File: config.mk
export PLATFORM = sky130hd
export DESIGN_NAME = mem_stream_reader_flat
export DESIGN_NICKNAME = d
export VERILOG_FILES = /design/src/rtl/mem_stream_reader_if.sv /design/src/rtl/mem_stream_reader.sv /design/src/flat_wrapper.sv
export SDC_FILE = /design/constraint.sdc
export NUM_CORES = 1
export LEC_CHECK = 0
export CORE_MARGIN = 5
export CORE_UTILIZATION = 50
export DETAILED_ROUTE_END_ITERATION = 8
export GPL_TIMING_DRIVEN = 1
export PLACE_DENSITY = 0.78
export SETUP_SLACK_MARGIN = 0.4
export SYNTH_ARGS = -nofsm -noshare
export SYNTH_HDL_FRONTEND = slang
export SYNTH_SLANG_ARGS = --single-unit
export TNS_END_PERCENT = 100
File: constraint.sdc
create_clock -name clk -period 3.25 [get_ports clk]
set_input_delay 0.65 -clock clk [delete_from_list [all_inputs] [get_ports clk]]
set_output_delay 0.65 -clock clk [all_outputs]
set_load 0.05 [all_outputs]
File: src/rtl/mem_stream_reader_if.sv
// Memory-read and output-stream signals of mem_stream_reader.
// Optional m_last appears only when MEM_STREAM_READER_LAST_EN is defined.
interface mem_stream_reader_if #(
   parameter int W  = 8,
   parameter int DW = 7
);
   logic [DW-1:0] mem_addr;
   logic [W-1:0]  mem_dout;
   logic [W-1:0]  m_data;
   logic          m_valid;
   logic          m_ready;
`ifdef MEM_STREAM_READER_LAST_EN
   logic          m_last;

   modport master (output mem_addr, m_data, m_valid, m_last, input mem_dout, m_ready);
   modport slave  (input mem_addr, m_data, m_valid, m_last, output mem_dout, m_ready);
`else
   modport master (output mem_addr, m_data, m_valid, input mem_dout, m_ready);
   modport slave  (input mem_addr, m_data, m_valid, output mem_dout, m_ready);
`endif
endinterface

File: src/rtl/mem_stream_reader.sv
// Burst reader: fetches len words from a sync-read memory and streams them out with backpressure.
// Optional feature macro MEM_STREAM_READER_LAST_EN adds m_last on the final word.
//
// state | meaning
// IDLE  | waiting for start; ptr holds its last value
// READ  | issuing reads while the 2-entry buffer has room
// DRAIN | all reads issued; emptying buffer until the last word is taken
module mem_stream_reader #(
   parameter int  W  = 8,
   parameter int  D  = 128,
   localparam int DW = $clog2(D)
) (
   input  logic          clk,
   input  logic          rst_n,
   input  logic          start,
   input  logic [DW-1:0] base_addr,
   input  logic [DW:0]   len,
   output logic          busy,
   output logic          done,
   mem_stream_reader_if.master bus
);

   typedef enum logic [1:0] {IDLE, READ, DRAIN} state_t;

   state_t        state_q,     state_d;
   logic [DW-1:0] ptr_q,       ptr_d;
   logic [DW:0]   issue_cnt_q, issue_cnt_d;
   logic [DW:0]   out_cnt_q,   out_cnt_d;
   logic          inflight_q,  inflight_d;
   logic [1:0]    occ_q,       occ_d;
   logic [W-1:0]  buf0_q,      buf0_d;
   logic [W-1:0]  buf1_q,      buf1_d;
   logic          done_q,      done_d;

   logic pop;
   logic issue_en;

   always_comb begin
      state_d     = state_q;
      ptr_d       = ptr_q;
      issue_cnt_d = issue_cnt_q;
      out_cnt_d   = out_cnt_q;
      occ_d       = occ_q;
      buf0_d      = buf0_q;
      buf1_d      = buf1_q;
      done_d      = 1'b0;

      pop = (occ_q != 2'd0) && bus.m_ready;
      // Only issue when the returning word is guaranteed a buffer slot.
      issue_en = (state_q == READ) && (issue_cnt_q != '0) &&
                 ((({1'b0, occ_q} + {2'b00, inflight_q}) < 3'd2) || pop);
      inflight_d = issue_en;

      case (state_q)
         IDLE: begin
            if (start) begin
               if (len != '0) begin
                  state_d     = READ;
                  ptr_d       = base_addr;
                  issue_cnt_d = len;
                  out_cnt_d   = len;
               end else begin
                  done_d = 1'b1;
               end
            end
         end
         READ: begin
            if (issue_en) begin
               ptr_d       = (ptr_q == DW'(D - 1)) ? '0 : ptr_q + 1'b1;
               issue_cnt_d = issue_cnt_q - 1'b1;
               if (issue_cnt_q == (DW + 1)'(1)) state_d = DRAIN;
            end
         end
         DRAIN: begin
            if (pop && out_cnt_q == (DW + 1)'(1)) begin
               state_d = IDLE;
               done_d  = 1'b1;
            end
         end
         default: state_d = IDLE;
      endcase

      if (pop) out_cnt_d = out_cnt_q - 1'b1;

      // buf0 is the head; buf1 is only meaningful when occ == 2.
      case ({inflight_q, pop})
         2'b11: begin
            if (occ_q == 2'd2) begin
               buf0_d = buf1_q;
               buf1_d = bus.mem_dout;
            end else begin
               buf0_d = bus.mem_dout;
            end
         end
         2'b10: begin
            if (occ_q == 2'd0) buf0_d = bus.mem_dout;
            else               buf1_d = bus.mem_dout;
            occ_d = occ_q + 1'b1;
         end
         2'b01: begin
            buf0_d = buf1_q;
            occ_d  = occ_q - 1'b1;
         end
         default: ;
      endcase
   end

   always_ff @(posedge clk) begin
      if (!rst_n) begin
         state_q     <= IDLE;
         ptr_q       <= '0;
         issue_cnt_q <= '0;
         out_cnt_q   <= '0;
         inflight_q  <= 1'b0;
         occ_q       <= 2'd0;
         buf0_q      <= '0;
         buf1_q      <= '0;
         done_q      <= 1'b0;
      end else begin
         state_q     <= state_d;
         ptr_q       <= ptr_d;
         issue_cnt_q <= issue_cnt_d;
         out_cnt_q   <= out_cnt_d;
         inflight_q  <= inflight_d;
         occ_q       <= occ_d;
         buf0_q      <= buf0_d;
         buf1_q      <= buf1_d;
         done_q      <= done_d;
      end
   end

   assign busy         = (state_q != IDLE);
   assign done         = done_q;
   assign bus.mem_addr = ptr_q;
   assign bus.m_data   = buf0_q;
   assign bus.m_valid  = (occ_q != 2'd0);
`ifdef MEM_STREAM_READER_LAST_EN
   assign bus.m_last   = (occ_q != 2'd0) && (out_cnt_q == (DW + 1)'(1));
`endif

endmodule

File: src/flat_wrapper.sv
// flat-port wrapper written by rule: the top's interface ports become plain ports
module mem_stream_reader_flat 
#(
   parameter int  W  = 8,
   parameter int  D  = 128,
   localparam int DW = $clog2(D)
)
  (clk, rst_n, start, base_addr, len, busy, done, bus_mem_addr, bus_m_data, bus_m_valid, bus_mem_dout, bus_m_ready);
  mem_stream_reader_if #(.W(W), .DW(7)) bus_i ();
  input  logic clk;
  input  logic rst_n;
  input  logic start;
  input  logic [DW-1:0] base_addr;
  input  logic [DW:0] len;
  output logic busy;
  output logic done;
  output wire logic [$bits(bus_i.mem_addr)-1:0] bus_mem_addr;
  output wire logic [$bits(bus_i.m_data)-1:0] bus_m_data;
  output wire logic [$bits(bus_i.m_valid)-1:0] bus_m_valid;
  input wire logic [$bits(bus_i.mem_dout)-1:0] bus_mem_dout;
  input wire logic [$bits(bus_i.m_ready)-1:0] bus_m_ready;
  assign bus_mem_addr = bus_i.mem_addr;
  assign bus_m_data = bus_i.m_data;
  assign bus_m_valid = bus_i.m_valid;
  assign bus_i.mem_dout = bus_mem_dout;
  assign bus_i.m_ready = bus_m_ready;
  mem_stream_reader #(.W(W), .D(D)) u_core (.clk(clk), .rst_n(rst_n), .start(start), .base_addr(base_addr), .len(len), .busy(busy), .done(done), .bus(bus_i));
endmodule
==> results.ini, run 1 <==
[logic_synthesis]
ys_async_sr_fraction_pct=0
yosys-top-cells-area=dfxtp_1 34%, a21oi_1 5.0%, ha_1 4.3%, nor2_1 4.3%, nand2_1 4.0%
ys_warn_count=0
postSynthAreaPerCell_um2=8.65
synth_top_family_by_area=compound AO/OA/AOI/OAI gates
synth_area_um2=2610
synthCells=302
netlist.area_leader.share_pct=34.5
yosysSeqAreaShare_pct=34.5
synth_ff_type=dfxtp_1
synthMuxAreaShare_pct=3.93
syn-num-nets=338
yosysMostFrequentCell=dfxtp_1
synth.top_cells.by_count=45 x dfxtp_1, 30 x nor2_1, 28 x nand2_1, 26 x a21oi_1, 16 x nor3_1
synth_xor_area_share_pct=0.671
synth-compound-area-share_pct=27.2
ys_seq_elements=45
synthSimpleGateAreaFrac_pct=23.7
synth-adder-area-share_pct=4.31
synth_top_area_cell=dfxtp_1
ys_types=68
synth_edf_count=0

[global_routing]
first_global_vias=2455
track_usage_pct=21.3
grt_start_max_net_pins=27
grt_pass1_wl_mm=11.4
grt_overflow_total=0
antenna_found_initial=0

[sta]
fin_tns_setup_ns=0
worst_pin_slew_ns=0.821
maxSlewHeadroom_pct=44.8
hold_viol_final=0
period_share_pct=79.9
period_minus_slack_ns=2.60
finalMaxSlewViolations=0
max_freq_ghz=0.385
fin_skew_ns=0.0108
rsz0062_at_grt=false
setup_viol=0

[critical_path]
cp_top_family=compound AO/OA/AOI/OAI gates
arrival_ns=2.80
crit_required_ns=3.45
cp-end-kind=flop
crit_slowest_cell=a211oi_2
start_kind=primary input
crit_path_frequent_cell=nor2_1
crit_type=primary input to flop
crit_chain=clkdlybuf4s50_1 -> o21a_1 -> ha_1 -> nor2_1 -> a211oi_2 -> mux2i_1 -> nor2_1
critical_path.max_stage_delay_ns=0.65
crit_buf_inv=1
crit_path_max_fanout=8

[clocking]
path_clk_slew_ns=0.10
ctsResizeCount=0
cts_tree=built
insertion_delay_ns=0.31
clkSinkCount=45
cts_buffers=5
cts-root-buf=clkbuf_8
clockBufferDepth=2
cts_max_level=2
ctsHoldBuffers=0
postCtsSetupBuffers=0

[routing]
finalWirelength_mm=6.67
drt_iter0_drc=202
vias_per_cell=6.04
route.detailed.drc=0
drt_first_pass_iters=5
route.vias.total=2499
postRouteAntennaNets=0
wl_per_cell_um=16.1

[layout]
seq_area_um2=901
multiInputGateArea_um2=1560
drive_gt1_share_pct=9.59
fillers=473
utilization_pct=63.8
antennaDiodeCount=0
syn_to_final_growth_pct=24.0
finalNetCount=379

[placed_design]
gp_congestion=0.857
port_buffers=44
hpwl_mm=4.69

[floorplanning]
coreArea_um2=5070
die_x_um=82.3
rows=26
die-area_um2=6770
die_y_um=82.3
initial_core_util_pct=51.5
io-pin-count=45

[job]
cap_violations=0

[run_status]
status=completed

[pwr]
peakVddDrop_v=0.000334
p_leak_nw=1.15
pwr_density_cell_nw_per_um2=773
power.total_w=0.00250

[hold_path]
min_path_type=flop to flop

placed cells by master, fill, tap and decap left out, drive strengths merged, types with 4 or more instances in the layout:
cell            n
ha              9
buf             7
nor4            5
inv            12
nand3           9
o21a            5
clkbuf          5
a21oi          28
nor3           16
nand4           5
a221oi          8
nand2          29
mux2i           8
nor2           30
dfxtp          45
a211oi          5
clkdlybuf4s50  44
o22ai           4
metrics by stage:
step                      setup WS (ns)  instance area [um2]  hold slack (ns)  std cells
after floorplan                   0.906                 2610            0.443        302
after global placement            0.413                 3100            0.440        406
after detailed placement          0.343                 3100            0.450        406
after CTS                         0.649                 3240            0.463        414
after global routing              0.505                 3240            0.502        414
final                             0.653                 3240            0.460        414
layout make-up:
cell class	instances	area share (%)
tap	70	2.71
sequential	45	27.8
timing repair buffer	51	15.6
clock inverter	3	2.13
multi-input combinational	228	48.2
inverter	12	1.39
clock buffer	5	2.13
flip-flops by register name, summed over array words and instances (netlist names):
name,flops
u_core.inflight_q,1
u_core.bus.m_data,8
u_core.out_cnt_q,8
u_core.state_q,2
u_core.buf1_q,8
u_core.issue_cnt_q,8
u_core.occ_q,2
u_core.done,1
u_core.bus.mem_addr,7
worst register-to-register path, delay by kind of cell, from the launching register on:
family          cells  cell delay (ns)
compound gates      2             0.92
simple gates        2             0.11
flops               1             0.50
mux                 1             0.29
fa+ha+maj           1             0.22
worst paths after layout:
check / cells past startpoint / endpoint / start / slack, ns
hold reg to reg: 2 / u_core.bus.m_data[6] / u_core.bus.m_data[6] / 0.46
setup reg to reg: 6 / u_core.buf1_q[4] / u_core.occ_q[0] / 1.11
hold / removal: 2 / u_core.bus.m_data[6] / u_core.bus.m_data[6] / 0.46
setup / recovery: 7 / u_core.buf1_q[4] / bus_m_ready / 0.65
routing by layer:
metal  GRT usage [%]  share of wire [%]
met5               0                  0
met4            8.47                2.5
met3            4.77                7.1
met2            35.7                 47
met1            26.3                 43
cells by family (layout without fill, tap and decap cells):
kind of cell | count (synthesis) | after routing
AND/OR/NAND/NOR | 116 | 116
XOR/XNOR | 2 | 2
buffers and inverters | 29 | 71
multiplexers | 10 | 10
adder cells (fa/ha/maj) | 9 | 9
AO/OA/AOI/OAI | 91 | 91
flip-flops | 45 | 45
report_power, final:
| group | total [W] | internal (W) | switching (W) |
|---|---|---|---|
| sequential | 0.000799 | 0.000674 | 0.000125 |
| clock | 0.000515 | 0.000310 | 0.000206 |
| combinational | 0.00119 | 0.000451 | 0.000738 |
| total | 0.00250 | 0.00143 | 0.00107 |
Power figures use the tool's default switching activity.
==> run 2: changes to the inputs <==
--- a/config.mk
+++ b/config.mk
@@ -6,7 +6,7 @@
 export NUM_CORES = 1
 export LEC_CHECK = 0
 export CORE_MARGIN = 5
-export CORE_UTILIZATION = 50
+export CORE_UTILIZATION = 48
 export DETAILED_ROUTE_END_ITERATION = 8
 export GPL_TIMING_DRIVEN = 1
 export PLACE_DENSITY = 0.78
==> constraint.sdc (replaced) <==
create_clock -name clk -period 2.3 [get_ports clk]
set_input_delay 0.46 -clock clk [delete_from_list [all_inputs] [get_ports clk]]
set_output_delay 0.46 -clock clk [all_outputs]
set_load 0.05 [all_outputs]
==> run 2 against run 1 <==
Compared with the run above:
- combinational power up 55%
- sequential power grew 43%
- clock power about the same
- via count is 4.0% higher
- highest routed layer unchanged
- wire length rose by 3.9%
- largest cell class unchanged
==> results.ini, run 2 (synthesized netlist as in run 1, its figures left out) <==
[global_routing]
top_usage_layer=met2
use_met1_pct=25.9
antenna_found_initial=0
grt_use_met3_pct=4.24
first_global_vias=2420
met2_usage_pct=32.2
grt_start_max_net_pins=20
grt_overflow_total=0
grt_pass1_wl_mm=11.6
track_usage_pct=20.0

[critical_path]
arrival_ns=2.12
crit_required_ns=2.56
cp-end-kind=flop
start_kind=primary input
crit_type=primary input to flop
crit_path_max_fanout=4

[sta]
hold_viol_final=0
finalMaxSlewViolations=0
maxSlewHeadroom_pct=54.7
fin_tns_setup_ns=0
max_freq_ghz=0.536
setup_viol=0
finalWorstSetupSlack_ns=0.435
period_minus_slack_ns=1.86
fin_skew_ns=0.00842
rsz0062_at_grt=true
worst_pin_slew_ns=0.680
period_share_pct=81.1

[routing]
drt_iter0_drc=218
postRouteAntennaNets=0
wl_per_cell_um=15.7
vias_per_cell=5.89
drt_first_pass_iters=4
route.vias.total=2598
finalWirelength_mm=6.94
route.detailed.drc=0

[layout]
final_cell_mix=43 x dfxtp_1, 31 x buf_4, 29 x nor2_1, 28 x nand2_1, 25 x a21oi_1
antennaDiodeCount=0
fillers=440
drive_gt1_share_pct=20.5
fin_area_um2=3450
syn_to_final_growth_pct=32.3
mostFrequentLayoutCell=dfxtp_1
finalNetCount=406

[pwr]
pwr_density_cell_nw_per_um2=1010
swShare_pct=45.6
clockPowerShare_pct=14.8
p_int_w=0.00190
power.total_w=0.00349
combPwrFrac_pct=52.6
peakVddDrop_v=0.000510
p_sw_w=0.00159
seq_power_share_pct=32.6
p_leak_nw=1.38

[floorplanning]
coreArea_um2=5200
die_x_um=83.8
die_y_um=83.8
io-pin-count=45
initial_core_util_pct=50.2
rows=26
die-area_um2=7010

[placed_design]
gp_congestion=0.838
hpwl_mm=5.08
port_buffers=44
pre_cts_ws_ns=0.0147
placed_area_um2=3330

[run_status]
status=completed

[clocking]
ctsHoldBuffers=0
cts_tree=built
cts_max_level=2
insertion_delay_ns=0.31
clkSinkCount=45
clockBufferDepth=2
cts_buffers=5
cts-root-buf=clkbuf_8
path_clk_slew_ns=0.09

[hold_path]
min_path_type=flop to flop

[job]
cap_violations=0

==> run 2: cell count changes in the layout (fill, tap and decap cells not counted), moves of 2 or more <==
cell and change:
buf_4 +25, clkdlybuf4s50_1 -23, dlygate4sd2_1 +18, a221oi_1 -6, a221oi_2 +6, buf_6 +3, dlymetal6s2s_1 +3, bufinv_16 -2
clkinv_4 +2, dfxtp_1 -2, dfxtp_2 +2
==> run 2: area by class of cell <==
type	count	area [um2]	area share, %
clock inverters	3	22.5	0.652
well taps	70	87.6	2.54
inverters	12	45.0	1.30
flip-flops and latches	45	903	26.1
repair buffers	78	682	19.7
clock buffers	5	68.8	1.99
multi-input cells	228	1650	47.6
==> run 2: worst paths after layout <==
| path | startpoint | to | slack (ns) | cells past startpoint |
|---|---|---|---|---|
| max | len[5] | u_core.issue_cnt_q[7] | 0.44 | 7 |
| min | u_core.bus.m_data[6] | u_core.bus.m_data[6] | 0.46 | 2 |
| max reg2reg | u_core.issue_cnt_q[1] | u_core.issue_cnt_q[7] | 0.45 | 6 |
| min reg2reg | u_core.bus.m_data[6] | u_core.bus.m_data[6] | 0.46 | 2 |
==> run 2: per-stage QoR <==
| step | instances | utilization (%) | hold WS [ns] |
|---|---|---|---|
| 2_1_floorplan | 302 | - | 0.443 |
| 3_3_place_gp | 429 | 64.0 | 0.440 |
| 3_5_place_dp | 429 | 64.0 | 0.443 |
| 4_1_cts | 439 | 65.6 | 0.453 |
| 5_1_grt | 441 | 66.4 | 0.496 |
| 6_report | 441 | 66.4 | 0.457 |
==> run 2: metal layers <==
layer	wire length [um]	vias to the layer above
li1	-	1279
met1	3000	1231
met5	0	-
met3	368	13
met4	183	0
met2	3380	75
==> run 2: power groups by stage <==
| stage | registers (W) | logic [W] | clock network [W] |
|---|---|---|---|
| floorplan | 0.00136 | 0.00112 | 0 |
| global placement | 0.00114 | 0.00182 | 0 |
| detailed placement | 0.00115 | 0.00184 | 0 |
| CTS | 0.00113 | 0.00181 | 0.000525 |
| global route | 0.00116 | 0.00200 | 0.000567 |
| finish | 0.00114 | 0.00184 | 0.000517 |
==> run 2: repair_timing <==
item	in CTS	in global routing
setup buffers	2	1
pin swaps	4	5
endpoints found under the setup margin	38	36
cloned	0	1
resized for setup	19	14
==> run 2: critical path: stages <==
cell and delay (ns):
clkdlybuf4s50_1 0.46, nor4_4 0.33, buf_4 0.21, a21oi_4 0.07
buf_4 0.15, a2111oi_0 0.28, a211o_1 0.16
==> run 3: changes to the inputs <==
==> constraint.sdc (replaced) <==
create_clock -name clk -period 1.55 [get_ports clk]
set_input_delay 0.31 -clock clk [delete_from_list [all_inputs] [get_ports clk]]
set_output_delay 0.31 -clock clk [all_outputs]
set_load 0.05 [all_outputs]
==> run 3 against run 2 <==
Compared with the run above:
- the run now ends with setup timing left
- setup slack got worse by 0.80 ns
- clock power increased by 64%
- register-to-register slack worse by 0.81 ns
- total power up 100%
- non-clock buffer count grew 60
- clock-buffer cell count unchanged
- wire length up 72%
- critical path depth shrank 1
- critical path type is now flop to flop
- largest power group unchanged
- highest routed layer unchanged
==> results.ini, run 3 (synthesized netlist as in run 1, its figures left out) <==
[run_status]
status=finished, violations left
failed_checks=setup timing

[hold_path]
hold_depth=4
min_from=len[1]
min_path_type=primary input to flop
whs_endpoint=u_core.out_cnt_q[1]

[sta]
period_share_pct=123
maxSlewHeadroom_pct=68.5
finalWorstSetupSlack_ns=-0.360
period_minus_slack_ns=1.91
max_freq_ghz=0.524
whs_ns=0.406
hold_viol_final=0
finalMaxSlewViolations=0
worst_pin_slew_ns=0.460
fin_skew_ns=0.0148
rsz0062_at_grt=true
setup_viol=42

[floorplanning]
rows=26
die_x_um=83.8
initial_core_util_pct=50.2
coreArea_um2=5200
die-area_um2=7010
io-pin-count=45
die_y_um=83.8

[critical_path]
crit_buf_inv=2
worst_r2r_path_depth=6
cp_top_family=compound AO/OA/AOI/OAI gates
r2r_slack_ns=-0.36
crit_path_max_fanout=7
worst-path-stages=6
critical_path.max_stage_delay_ns=0.40
timing.rr.start=u_core.occ_q[0]
crit_type=flop to flop
start_kind=flop
r2r_end=u_core.issue_cnt_q[6]
arrival_ns=2.10
cp-end-kind=flop
crit_required_ns=1.74
crit_chain=buf_6 -> a21oi_1 -> o221ai_4 -> buf_6 -> o311ai_1 -> a21oi_1
crit_slowest_cell=o311ai_1

[pwr]
pwr_density_cell_nw_per_um2=1550
peakVddDrop_v=0.000868
p_leak_nw=1.80

[global_routing]
antenna_found_initial=0
grt_start_max_net_pins=20
grt_overflow_total=0
first_global_vias=3204
track_usage_pct=28.3
grt_pass1_wl_mm=16.1

[routing]
postRouteAntennaNets=0
route.detailed.drc=0
drt_iter0_drc=407
drt_first_pass_iters=5
wl_per_cell_um=23.9
finalWirelength_mm=12.0
route.vias.total=3352
vias_per_cell=6.69

[placed_design]
pre_cts_ws_ns=-0.598
dpl.cell_count=466
hpwl_mm=6.24
port_buffers=44
gp_congestion=0.925

[layout]
finalNetCount=466
syn_to_final_growth_pct=75.3
stdcell_count=501
drive_gt1_share_pct=52.0
mostFrequentLayoutCell=buf_4
final_cell_mix=64 x buf_4, 25 x nor2_1, 25 x nand2_1, 22 x buf_6, 22 x buf_12
antennaDiodeCount=0

[clocking]
cts_max_level=2
clkSinkCount=45
cts_buffers=5
cts_tree=built
path_clk_slew_ns=0.10
ctsHoldBuffers=0
cts-root-buf=clkbuf_8
insertion_delay_ns=0.33
clockBufferDepth=2

[job]
cap_violations=0

-- run 3: cell types whose count changed in the layout (fill, tap and decap cells not counted), sizes merged, moves of 2 or more --
cell	before	now
buf	35	116
dlygate4sd2	18	2
clkdlybuf4s50	21	16
clkinv	4	1
dlymetal6s2s	3	0
clkbuf	6	8
inv	11	13
-- run 3: worst max-delay path by stage --
| stage | from | slack (ns) | end |
|---|---|---|---|
| 2_1_floorplan | u_core.occ_q[0] | -0.38 | u_core.bus.m_data[0] |
| 3_3_place_gp | bus_m_ready | -0.55 | u_core.bus.m_data[2] |
| 3_5_place_dp | bus_m_ready | -0.60 | u_core.bus.m_data[2] |
| 4_1_cts | u_core.issue_cnt_q[0] | -0.22 | u_core.issue_cnt_q[4] |
| 5_1_grt | u_core.issue_cnt_q[1] | -0.38 | u_core.issue_cnt_q[2] |
| 6_report | u_core.occ_q[0] | -0.36 | u_core.issue_cnt_q[6] |
-- run 3: area by class of cell --
| cell class | instances | area [um2] |
|---|---|---|
| timing repair buffer | 138 | 1470 |
| clock inverter | 3 | 25.0 |
| multi-input combinational | 228 | 1930 |
| sequential | 45 | 946 |
| clock buffer | 5 | 68.8 |
| tap | 70 | 87.6 |
| fill | 232 | 628 |
| inverter | 12 | 50.0 |
-- run 3: worst reg2reg max path, cell delays in order (launching register included) --
cell	delay, ns
dfxtp_2	0.35
buf_6	0.14
a21oi_1	0.36
o221ai_4	0.20
buf_6	0.18
o311ai_1	0.40
a21oi_1	0.15
-- run 3: what timing repair did --
| item | CTS | global route |
|---|---|---|
| cloned | 1 | 0 |
| resized for setup | 102 | 33 |
| endpoints found under the setup margin | 63 | 59 |
| pin swaps | 38 | 13 |
| setup buffers | 14 | 12 |
-- run 3: power by group --
| group | internal [W] | total, W | switching (W) |
|---|---|---|---|
| Sequential | 0.00146 | 0.00176 | 0.000301 |
| Clock | 0.000330 | 0.000847 | 0.000516 |
| Combinational | 0.00212 | 0.00448 | 0.00236 |
| Total | 0.00391 | 0.00708 | 0.00318 |
-- run 3: stage by stage --
stage / utilization (%) / total power [W] / area, um2 / setup TNS [ns]
2_1_floorplan: - / 0.00376 / 2790 / -7.26
3_3_place_gp: 74.6 / 0.00512 / 3880 / -20.19
3_5_place_dp: 74.6 / 0.00523 / 3880 / -21.30
4_1_cts: 84.3 / 0.00650 / 4390 / -4.45
5_1_grt: 87.9 / 0.00732 / 4580 / -9.04
6_report: 87.9 / 0.00708 / 4580 / -6.80
-- run 3: routing by layer --
metal,up-vias,part of all wire (%),GRT usage [%]
met2,260,48,49.8
met1,1582,35,31.0
li1,1401,-,-
met3,109,8.6,6.71
met5,-,0,0
met4,0,8.9,15.5
